===== config.mk =====
export PLATFORM = sky130hd
export DESIGN_NAME = tap_byte_driver
export DESIGN_NICKNAME = d
export VERILOG_FILES = /design/src/rtl/tap_byte_driver.sv
export SDC_FILE = /design/constraint.sdc
export NUM_CORES = 1
export LEC_CHECK = 0
export ABC_CLOCK_PERIOD_IN_PS = 2900
export CORE_ASPECT_RATIO = 1.4
export CORE_MARGIN = 3
export CORE_UTILIZATION = 40
export DETAILED_ROUTE_END_ITERATION = 8
export GPL_ROUTABILITY_DRIVEN = 0
export SYNTH_ARGS = -nofsm -noshare
export SYNTH_HDL_FRONTEND = slang
export SYNTH_SLANG_ARGS = --single-unit

===== constraint.sdc =====
create_clock -name clk -period 2.9 [get_ports clk]
set_clock_uncertainty 0.05 [all_clocks]
set_input_delay 0.435 -clock clk [delete_from_list [all_inputs] [get_ports clk]]
set_output_delay 0.435 -clock clk [all_outputs]
set_load 0.02 [all_outputs]

===== src/rtl/tap_byte_driver.sv =====
// tap_byte_driver: serializes each accepted payload word as one DR scan.
// Each scan drives Capture-DR, N Shift-DR cycles with the payload LSB first
// followed by the upstream BYPASS pad zeros, then Update-DR, then an optional
// Run-Test/Idle gap. All outputs are registered except byte_ready.
// Optional build macro: TAP_BYTE_DRIVER_STATS_EN adds the frames_sent and
// last_byte outputs.
module tap_byte_driver #(
    parameter int OUTBOUND_DATA_WIDTH  = 8,
    parameter int UPSTREAM_BYPASS_BITS = 1,
    parameter int IDLE_CYCLES          = 2
) (
    input  logic                           clk,
    input  logic                           reset,
    input  logic                           byte_valid,
    input  logic [OUTBOUND_DATA_WIDTH-1:0] byte_data,
    output logic                           byte_ready,
    output logic                           tdi,
    output logic                           capture_dr,
    output logic                           shift_dr,
    output logic                           update_dr,
    output logic                           run_test_idle,
    output logic                           busy
`ifdef TAP_BYTE_DRIVER_STATS_EN
    ,
    output logic [15:0]                    frames_sent,
    output logic [OUTBOUND_DATA_WIDTH-1:0] last_byte
`endif
);

    localparam int N     = OUTBOUND_DATA_WIDTH + UPSTREAM_BYPASS_BITS;
    localparam int CNT_W = $clog2(N + 1);
    localparam logic [CNT_W-1:0] BIT_LOAD = CNT_W'(N);
    // GAP counts down from IDLE_CYCLES-1 to 0, one cycle per count
    localparam logic [7:0] GAP_LOAD = 8'((IDLE_CYCLES > 0) ? (IDLE_CYCLES - 1) : 0);

    typedef enum logic [2:0] {
        IDLE,
        CAPTURE,
        SHIFT,
        UPDATE,
        GAP
    } state_t;

    state_t           state_reg, state_next;
    logic [N-1:0]     shreg_reg, shreg_next;
    logic [N-1:0]     shreg_shifted;
    logic [N-1:0]     shreg_load;
    logic [CNT_W-1:0] bit_cnt_reg, bit_cnt_next;
    logic [7:0]       gap_cnt_reg, gap_cnt_next;
    logic             tdi_reg, tdi_next;
    logic             capture_reg, capture_next;
    logic             shift_reg, shift_next;
    logic             update_reg, update_next;
    logic             rti_reg, rti_next;
    logic             busy_reg, busy_next;
    logic             accept;

    // Ready is the only combinational output; reset masks it so a request
    // arriving together with reset is never accepted.
    assign byte_ready = (state_reg == IDLE) && !reset;
    assign accept     = byte_valid && byte_ready;

    // Shift-right-by-one with zero fill, and the payload load image with the
    // pad bits above the payload held at zero.
    generate
        for (genvar gi = 0; gi < N; gi++) begin : g_shreg
            if (gi == N - 1) begin : g_top
                assign shreg_shifted[gi] = 1'b0;
            end else begin : g_mid
                assign shreg_shifted[gi] = shreg_reg[gi+1];
            end
            if (gi < OUTBOUND_DATA_WIDTH) begin : g_data
                assign shreg_load[gi] = byte_data[gi];
            end else begin : g_pad
                assign shreg_load[gi] = 1'b0;
            end
        end
    endgenerate

    // Next-state, datapath and next-output decode.
    always_comb begin
        state_next   = state_reg;
        shreg_next   = shreg_reg;
        bit_cnt_next = bit_cnt_reg;
        gap_cnt_next = gap_cnt_reg;
        tdi_next     = 1'b0;

        case (state_reg)
            IDLE: begin
                if (accept) begin
                    shreg_next   = shreg_load;
                    bit_cnt_next = BIT_LOAD;
                    state_next   = CAPTURE;
                end
            end
            CAPTURE: state_next = SHIFT;
            SHIFT: begin
                if (bit_cnt_reg == '0) begin
                    state_next = UPDATE;
                end
            end
            UPDATE: begin
                if (IDLE_CYCLES > 0) begin
                    state_next   = GAP;
                    gap_cnt_next = GAP_LOAD;
                end else begin
                    state_next = IDLE;
                end
            end
            GAP: begin
                if (gap_cnt_reg == 8'd0) begin
                    state_next = IDLE;
                end else begin
                    gap_cnt_next = gap_cnt_reg - 8'd1;
                end
            end
            default: state_next = IDLE;
        endcase

        // Every cycle spent in SHIFT presents one bit and consumes one count.
        if (state_next == SHIFT) begin
            tdi_next     = shreg_reg[0];
            shreg_next   = shreg_shifted;
            bit_cnt_next = bit_cnt_reg - 1'b1;
        end

        capture_next = (state_next == CAPTURE);
        shift_next   = (state_next == SHIFT);
        update_next  = (state_next == UPDATE);
        rti_next     = (state_next == IDLE) || (state_next == GAP);
        busy_next    = (state_next != IDLE);
    end

    // State and registered outputs; reset aborts any scan in flight.
    always_ff @(posedge clk) begin
        if (reset) begin
            state_reg   <= IDLE;
            shreg_reg   <= '0;
            bit_cnt_reg <= '0;
            gap_cnt_reg <= 8'd0;
            tdi_reg     <= 1'b0;
            capture_reg <= 1'b0;
            shift_reg   <= 1'b0;
            update_reg  <= 1'b0;
            rti_reg     <= 1'b0;
            busy_reg    <= 1'b0;
        end else begin
            state_reg   <= state_next;
            shreg_reg   <= shreg_next;
            bit_cnt_reg <= bit_cnt_next;
            gap_cnt_reg <= gap_cnt_next;
            tdi_reg     <= tdi_next;
            capture_reg <= capture_next;
            shift_reg   <= shift_next;
            update_reg  <= update_next;
            rti_reg     <= rti_next;
            busy_reg    <= busy_next;
        end
    end

    assign tdi           = tdi_reg;
    assign capture_dr    = capture_reg;
    assign shift_dr      = shift_reg;
    assign update_dr     = update_reg;
    assign run_test_idle = rti_reg;
    assign busy          = busy_reg;

`ifdef TAP_BYTE_DRIVER_STATS_EN
    logic [15:0]                    frames_sent_reg;
    logic [OUTBOUND_DATA_WIDTH-1:0] last_byte_reg;
    logic [OUTBOUND_DATA_WIDTH-1:0] payload_reg;

    // Scan statistics: the shift register is consumed while shifting, so the
    // payload is kept separately until its scan completes in UPDATE.
    always_ff @(posedge clk) begin
        if (reset) begin
            frames_sent_reg <= 16'd0;
            last_byte_reg   <= '0;
            payload_reg     <= '0;
        end else begin
            if (accept) begin
                payload_reg <= byte_data;
            end
            if (state_reg == UPDATE) begin
                frames_sent_reg <= frames_sent_reg + 16'd1;
                last_byte_reg   <= payload_reg;
            end
        end
    end

    assign frames_sent = frames_sent_reg;
    assign last_byte   = last_byte_reg;
`endif

endmodule


==> run_summary.xml, run 1 <==
<?xml version="1.0" encoding="UTF-8"?>
<metrics>
  <group name="status">
    <metric name="outcome" unit="">completed</metric>
  </group>
  <group name="logic_synthesis">
    <metric name="synth_cell_types" unit="">38</metric>
    <metric name="synth.ff_latch_count" unit="">29</metric>
    <metric name="synth_warnings" unit="">0</metric>
    <metric name="asyncSetResetFlopFracSynth" unit="">0</metric>
    <metric name="synth_enable_flop_cells" unit="">0</metric>
    <metric name="synthCells" unit="">147</metric>
    <metric name="most_repeated_cell_in_the_gate_level_netlist_after_synthesis" unit="">sky130_fd_sc_hd__dfxtp_1</metric>
    <metric name="synthTopCellsByCount" unit="">29 x sky130_fd_sc_hd__dfxtp_1, 15 x sky130_fd_sc_hd__nand2_1, 10 x sky130_fd_sc_hd__a21oi_1</metric>
    <metric name="synth_xor_area_frac" unit="">0.00648</metric>
    <metric name="synthesis.area" unit="µm²">1350</metric>
    <metric name="synth_compound_area_frac" unit="">0.213</metric>
    <metric name="syn-mean-instance-area" unit="µm²">9.20</metric>
    <metric name="synth_fp_nets" unit="">162</metric>
    <metric name="synth_top_family_by_area" unit="">simple AND/OR/NAND/NOR gates</metric>
    <metric name="post_synth_mux_area_share" unit="">0.0444</metric>
    <metric name="synth_top_flop_cell" unit="">sky130_fd_sc_hd__dfxtp_1</metric>
    <metric name="yosys-top-cells-area" unit="">sky130_fd_sc_hd__dfxtp_1 43%, sky130_fd_sc_hd__a32oi_1 4.5%, sky130_fd_sc_hd__mux2i_1 4.4%, sky130_fd_sc_hd__nand2_1 4.2%, sky130_fd_sc_hd__a21oi_1 3.7%</metric>
    <metric name="area_fraction_in_and_or_nand_and_nor_cells_after_synthesis" unit="">0.216</metric>
    <metric name="top_area_cell_type_share_of_the_netlist_area" unit="">0.429</metric>
    <metric name="yosys.area_share.adder" unit="">0.0370</metric>
    <metric name="synth_top_cell_by_area" unit="">sky130_fd_sc_hd__dfxtp_1</metric>
    <metric name="synth.yosys.seq_area_share" unit="">0.429</metric>
  </group>
  <group name="power">
    <metric name="p_seq_frac" unit="">0.443</metric>
    <metric name="pwr_density_cell" unit="nW/µm²">652</metric>
    <metric name="leakage" unit="nW">0.626</metric>
    <metric name="vdd_ir_drop_max" unit="mV">0.388</metric>
    <metric name="power_switching_share" unit="">0.290</metric>
    <metric name="power.internal" unit="W">0.000760</metric>
    <metric name="power.switching" unit="W">0.000310</metric>
    <metric name="clock_network_power_share" unit="">0.336</metric>
    <metric name="comb_power_share" unit="">0.221</metric>
  </group>
  <group name="timing">
    <metric name="slew_headroom" unit="">0.644</metric>
    <metric name="slew_at_the_pin_closest_to_its_max_slew_limit" unit="ns">0.530</metric>
    <metric name="finalSetupViolations" unit="">0</metric>
    <metric name="worst_slack" unit="ns">0.555</metric>
    <metric name="setup_repair_after_global_routing_missed_its_margin" unit="">false</metric>
    <metric name="max_clock_freq" unit="MHz">426</metric>
    <metric name="holdWs" unit="ns">0.423</metric>
    <metric name="final-max-slew-violation-count" unit="">0</metric>
    <metric name="tns" unit="ns">0</metric>
    <metric name="min_period_over_period" unit="">0.809</metric>
    <metric name="fin_crit" unit="ns">2.35</metric>
    <metric name="final_hold_viols" unit="">0</metric>
  </group>
  <group name="clocking">
    <metric name="tritoncts" unit="">yes</metric>
    <metric name="post_cts_hold_buffer_count" unit="">0</metric>
    <metric name="ctsRootBufferMaster" unit="">sky130_fd_sc_hd__clkbuf_8</metric>
    <metric name="ctsHtreeMaxLevel" unit="">2</metric>
    <metric name="tritoncts.num_buffers" unit="">5</metric>
    <metric name="post-cts-setup-buffers" unit="">0</metric>
    <metric name="cts_buffer_depth" unit="">2</metric>
    <metric name="clock-sinks" unit="">29</metric>
    <metric name="resized_cells_post_cts" unit="">0</metric>
    <metric name="worst_skew_pair.late_latency" unit="ns">0.27</metric>
    <metric name="clk_pin_slew" unit="ns">0.06</metric>
  </group>
  <group name="final_layout">
    <metric name="antenna_cells_inserted" unit="">0</metric>
    <metric name="drive_gt1_frac" unit="">0.104</metric>
    <metric name="areaGrowthSynthToFinish" unit="%">21.4</metric>
    <metric name="finish.net_count" unit="">178</metric>
    <metric name="finalInstanceArea" unit="µm²">1640</metric>
    <metric name="layout.core_utilization" unit="">0.516</metric>
  </group>
  <group name="worst_setup_path">
    <metric name="critPathCapture" unit="">byte_ready</metric>
    <metric name="largest_fanout_of_any_net_on_the_critical_path" unit="">2</metric>
    <metric name="worstPathRequired" unit="ns">2.41</metric>
    <metric name="timing.rr.end" unit="">bit_cnt_reg[1]</metric>
    <metric name="crit_path_start_kind" unit="">input port</metric>
    <metric name="r2r.worst_path.cells" unit="">5</metric>
    <metric name="worst-endpoint-arrival" unit="ns">1.86</metric>
    <metric name="timing.setup.critical_path_class" unit="">input port to output pin</metric>
    <metric name="worstSetupEndpointType" unit="">output pin</metric>
    <metric name="timing.reg2reg.setup_slack" unit="ns">0.99</metric>
    <metric name="critical_path.startpoint" unit="">reset</metric>
    <metric name="crit-reg2reg-launch" unit="">state_reg[1]</metric>
  </group>
  <group name="placed_design">
    <metric name="place_area" unit="µm²">1540</metric>
    <metric name="placement.io_buffers" unit="">17</metric>
    <metric name="detailedPlacementHpwl" unit="µm">2070</metric>
    <metric name="dp_slack" unit="ns">0.596</metric>
  </group>
  <group name="route">
    <metric name="drtPass1Iterations" unit="">4</metric>
    <metric name="ant_nets" unit="">0</metric>
    <metric name="finalWirelength" unit="µm">2890</metric>
    <metric name="wire_length_per_cell_after_detailed_routing" unit="µm">14.2</metric>
    <metric name="vias_per_cell" unit="">5.46</metric>
    <metric name="drt_iter0_drc" unit="">35</metric>
    <metric name="dr_total_vias" unit="">1108</metric>
    <metric name="drcViolationCount" unit="">0</metric>
  </group>
  <group name="min_path">
    <metric name="min_from" unit="">gap_cnt_reg[7]</metric>
    <metric name="min_path_type" unit="">flop to flop</metric>
  </group>
  <group name="floorplanning">
    <metric name="die_width" unit="µm">55.1</metric>
    <metric name="placement_rows" unit="">24</metric>
    <metric name="ioPinCount" unit="">18</metric>
    <metric name="core" unit="µm²">3180</metric>
    <metric name="floorplan.die_area" unit="µm²">4130</metric>
    <metric name="die_h" unit="µm">74.8</metric>
    <metric name="floorplan.initialDensity" unit="">0.425</metric>
  </group>
  <group name="flow_run">
    <metric name="cap_viol_max_count" unit="">0</metric>
  </group>
  <group name="global_routing">
    <metric name="grt_first_pass_wirelength" unit="µm">5060</metric>
    <metric name="vias_in_the_first_global_route" unit="">1111</metric>
    <metric name="grt_use_total" unit="">0.172</metric>
    <metric name="largest_net_degree_at_the_start_of_global_routing" unit="">27</metric>
    <metric name="grt_antenna_before_repair" unit="">0</metric>
    <metric name="overflow" unit="">0</metric>
  </group>
</metrics>
critical path: stages:
cell	delay, ns
sky130_fd_sc_hd__clkdlybuf4s50_1	0.45
sky130_fd_sc_hd__nor4_1	0.28
sky130_fd_sc_hd__clkdlybuf4s50_1	0.69
routing by layer:
layer / up-vias / wire, µm / GRT usage
met4: 0 / 57 / 0.0730
met2: 19 / 1570 / 0.293
met3: 6 / 120 / 0.0594
li1: 571 / - / -
met1: 512 / 1140 / 0.188
met5: - / 0 / 0
power groups by stage:
stage	Combinational, W	Clock, W	Sequential, W
floorplan	0.000169	0	0.000476
global route	0.000269	0.000393	0.000480
finish	0.000237	0.000360	0.000474
CTS	0.000239	0.000374	0.000473
detailed placement	0.000238	0	0.000482
global placement	0.000229	0	0.000480
cell usage in the layout, fill, tap and decap left out, drive strengths merged, types with 4 or more instances in the layout:
| cell type | synthesis | routed |
|---|---|---|
| dfxtp | 29 | 29 |
| clkdlybuf4s50 | 0 | 17 |
| nand2 | 15 | 15 |
| a21oi | 10 | 10 |
| nor2 | 9 | 9 |
| inv | 7 | 7 |
| a32oi | 7 | 7 |
| clkbuf | 5 | 7 |
| or3 | 6 | 6 |
| mux2i | 6 | 6 |
| nand3 | 4 | 4 |
| ha | 4 | 4 |
through the flow:
stage                     std cells  total power [W]
final                           203          0.00107
after detailed placement        195         0.000720
after CTS                       203          0.00109
after global routing            203          0.00114
after floorplan                 147         0.000646
after global placement          195         0.000710
area by class of cell:
class                      instances  area (µm²)
timing repair buffer              19         185
tap                               39        48.8
inverter                           7        26.3
sequential                        29         581
multi-input combinational        101         699
clock buffer                       7        96.3
clock inverter                     1        5.00
fill                             332        1540
logic make-up after synthesis:
kind of cell	after synthesis
xor gates and xnor gates	1
and+or+nand+nor	55
muxes	6
buffers and inverters	17
AOI/OAI and AO/OA	35
adders and majority gates	4
DFF	29
how the worst min path moves through the flow:
stage / end / depth (start not counted)
global placement: gap_cnt_reg[7] / 2
detailed placement: tdi / 1
finish: gap_cnt_reg[7] / 2
floorplan: gap_cnt_reg[7] / 2
CTS: gap_cnt_reg[7] / 2
global route: gap_cnt_reg[7] / 2
Note: power is estimated with default switching activity, not from simulation.
==> run 2, diff against run 1 <==
--- a/config.mk
+++ b/config.mk
@@ -5,7 +5,7 @@
 export SDC_FILE = /design/constraint.sdc
 export NUM_CORES = 1
 export LEC_CHECK = 0
-export ABC_CLOCK_PERIOD_IN_PS = 2900
+export ABC_CLOCK_PERIOD_IN_PS = 2250
 export CORE_ASPECT_RATIO = 1.4
 export CORE_MARGIN = 3
 export CORE_UTILIZATION = 40
==> constraint.sdc (replaced) <==
create_clock -name clk -period 2.25 [get_ports clk]
set_clock_uncertainty 0.05 [all_clocks]
set_input_delay 0.3375 -clock clk [delete_from_list [all_inputs] [get_ports clk]]
set_output_delay 0.3375 -clock clk [all_outputs]
set_load 0.02 [all_outputs]
==> run 2 against run 1 <==
Via count is 3.3% higher. Sequential power is 28% higher. Design area up 0.84%. Sequential share of layout area decreased by 0.29 points. Register-to-register slack worse by 0.68 ns. Critical path depth shrank 1. Clock power grew 16%. Flip-flop and latch count unchanged. Clock-buffer cell count is the same. Non-clock buffer count grew 3. Critical path type is now flop to output pin. Critical endpoint unchanged. Largest cell class unchanged.
==> run_summary.xml, run 2 (same netlist as run 1, synthesis figures left out) <==
<?xml version="1.0" encoding="UTF-8"?>
<metrics>
  <group name="status">
    <metric name="outcome" unit="">completed</metric>
  </group>
  <group name="route">
    <metric name="finalWirelength" unit="µm">2790</metric>
    <metric name="drt_iter0_drc" unit="">13</metric>
    <metric name="drcViolationCount" unit="">0</metric>
    <metric name="wire_length_per_cell_after_detailed_routing" unit="µm">13.6</metric>
    <metric name="dr_total_vias" unit="">1145</metric>
    <metric name="vias_per_cell" unit="">5.59</metric>
    <metric name="drtPass1Iterations" unit="">4</metric>
    <metric name="ant_nets" unit="">0</metric>
  </group>
  <group name="power">
    <metric name="leakage" unit="nW">0.632</metric>
    <metric name="vdd_ir_drop_max" unit="mV">0.517</metric>
    <metric name="clock_network_power_share" unit="">0.311</metric>
    <metric name="power.switching" unit="W">0.000384</metric>
    <metric name="power_switching_share" unit="">0.287</metric>
    <metric name="p_seq_frac" unit="">0.454</metric>
    <metric name="pwr_density_cell" unit="nW/µm²">810</metric>
    <metric name="comb_power_share" unit="">0.235</metric>
    <metric name="power.internal" unit="W">0.000957</metric>
  </group>
  <group name="final_layout">
    <metric name="finish.net_count" unit="">181</metric>
    <metric name="layout.cells.most_common_list" unit="">29 x sky130_fd_sc_hd__dfxtp_1, 17 x sky130_fd_sc_hd__clkdlybuf4s50_1, 15 x sky130_fd_sc_hd__nand2_1</metric>
    <metric name="antenna_cells_inserted" unit="">0</metric>
    <metric name="areaGrowthSynthToFinish" unit="%">22.4</metric>
    <metric name="most_common_cell_after_layout_fill_and_taps_aside" unit="">sky130_fd_sc_hd__dfxtp_1</metric>
    <metric name="layout.core_utilization" unit="">0.520</metric>
    <metric name="layout.filler_cells" unit="">329</metric>
    <metric name="drive_gt1_frac" unit="">0.114</metric>
  </group>
  <group name="floorplanning">
    <metric name="floorplan.die_area" unit="µm²">4130</metric>
    <metric name="floorplan.initialDensity" unit="">0.425</metric>
    <metric name="core" unit="µm²">3180</metric>
    <metric name="placement_rows" unit="">24</metric>
    <metric name="ioPinCount" unit="">18</metric>
    <metric name="die_h" unit="µm">74.8</metric>
    <metric name="die_width" unit="µm">55.1</metric>
  </group>
  <group name="worst_setup_path">
    <metric name="timing.setup.critical_path_class" unit="">flop to output pin</metric>
    <metric name="worstPathRequired" unit="ns">1.86</metric>
    <metric name="crit_path_start_kind" unit="">flop</metric>
    <metric name="worst-endpoint-arrival" unit="ns">1.71</metric>
    <metric name="worstSetupEndpointType" unit="">output pin</metric>
    <metric name="largest_fanout_of_any_net_on_the_critical_path" unit="">11</metric>
    <metric name="crit-reg2reg-launch" unit="">state_reg[1]</metric>
    <metric name="critical_path.startpoint" unit="">state_reg[1]</metric>
  </group>
  <group name="clocking">
    <metric name="tritoncts" unit="">yes</metric>
    <metric name="post_cts_hold_buffer_count" unit="">0</metric>
    <metric name="ctsRootBufferMaster" unit="">sky130_fd_sc_hd__clkbuf_8</metric>
    <metric name="resized_cells_post_cts" unit="">0</metric>
    <metric name="clock-sinks" unit="">29</metric>
    <metric name="tritoncts.num_buffers" unit="">5</metric>
    <metric name="cts_buffer_depth" unit="">2</metric>
    <metric name="clk_pin_slew" unit="ns">0.06</metric>
    <metric name="post-cts-setup-buffers" unit="">0</metric>
    <metric name="worst_skew_pair.late_latency" unit="ns">0.27</metric>
    <metric name="ctsHtreeMaxLevel" unit="">2</metric>
  </group>
  <group name="timing">
    <metric name="final-max-slew-violation-count" unit="">0</metric>
    <metric name="finalSetupViolations" unit="">0</metric>
    <metric name="setup_repair_after_global_routing_missed_its_margin" unit="">false</metric>
    <metric name="slew_headroom" unit="">0.704</metric>
    <metric name="max_clock_freq" unit="MHz">477</metric>
    <metric name="slew_at_the_pin_closest_to_its_max_slew_limit" unit="ns">0.444</metric>
    <metric name="final_hold_viols" unit="">0</metric>
    <metric name="min_period_over_period" unit="">0.932</metric>
    <metric name="tns" unit="ns">0</metric>
    <metric name="fin_crit" unit="ns">2.10</metric>
  </group>
  <group name="global_routing">
    <metric name="largest_net_degree_at_the_start_of_global_routing" unit="">27</metric>
    <metric name="vias_in_the_first_global_route" unit="">1089</metric>
    <metric name="overflow" unit="">0</metric>
    <metric name="grt_antenna_before_repair" unit="">0</metric>
    <metric name="grt_first_pass_wirelength" unit="µm">4640</metric>
    <metric name="grt_use_total" unit="">0.160</metric>
  </group>
  <group name="placed_design">
    <metric name="placement.io_buffers" unit="">17</metric>
    <metric name="detailedPlacementHpwl" unit="µm">2030</metric>
  </group>
  <group name="min_path">
    <metric name="min_from" unit="">gap_cnt_reg[7]</metric>
    <metric name="min_path_type" unit="">flop to flop</metric>
  </group>
  <group name="flow_run">
    <metric name="cap_viol_max_count" unit="">0</metric>
  </group>
</metrics>
==> run 2: cell types whose count changed in the layout (fill, tap and decap cells not counted), sizes merged <==
cell / change
buf: +3
clkinv: -1
==> run 2: per-layer routing <==
metal	global-route usage	wire, µm	up-vias
li1	-	-	575
met1	0.154	1090	532
met2	0.288	1490	31
met3	0.0574	150	7
met4	0.0811	59	0
met5	0	0	-
==> run 2: cell type report <==
| cell class | count | area, µm² | area share |
|---|---|---|---|
| clock buffers | 7 | 86.3 | 0.0522 |
| repair buffers | 22 | 208 | 0.125 |
| multi-input cells | 101 | 706 | 0.426 |
| flip-flops and latches | 29 | 581 | 0.351 |
| well taps | 39 | 48.8 | 0.0295 |
| inverters | 7 | 26.3 | 0.0159 |
==> run 2: worst paths after layout <==
| kind | end | slack, ns | depth (start not counted) |
|---|---|---|---|
| worst max-delay path | byte_ready | 0.15 | 2 |
| worst min-delay path | gap_cnt_reg[7] | 0.42 | 2 |
| worst max register to register | bit_cnt_reg[1] | 0.31 | 5 |
| worst min register to register | gap_cnt_reg[7] | 0.42 | 2 |
==> run 2: power groups by stage <==
stage	sequential, W	combinational [W]	clock (W)
CTS	0.000607	0.000320	0.000436
floorplan	0.000614	0.000218	0
global route	0.000615	0.000356	0.000458
detailed placement	0.000618	0.000318	0
finish	0.000609	0.000316	0.000417
global placement	0.000615	0.000312	0
==> run 2: worst max-delay path, stage by stage, from the launching register on <==
cell,delay (ns)
sky130_fd_sc_hd__dfxtp_1,0.41
sky130_fd_sc_hd__nor4_2,0.36
sky130_fd_sc_hd__clkdlybuf4s50_1,0.67
==> run 2: metrics by stage <==
stage,hold slack [ns],power [W],cells,area [µm²],setup slack (ns)
after floorplan,0.390,0.000832,147,1350,0.200
after global routing,0.447,0.00143,205,1660,0.0655
after CTS,0.423,0.00136,205,1650,0.0712
final,0.420,0.00134,205,1660,0.154
after detailed placement,0.416,0.000936,198,1560,0.119
after global placement,0.405,0.000928,198,1560,0.0882
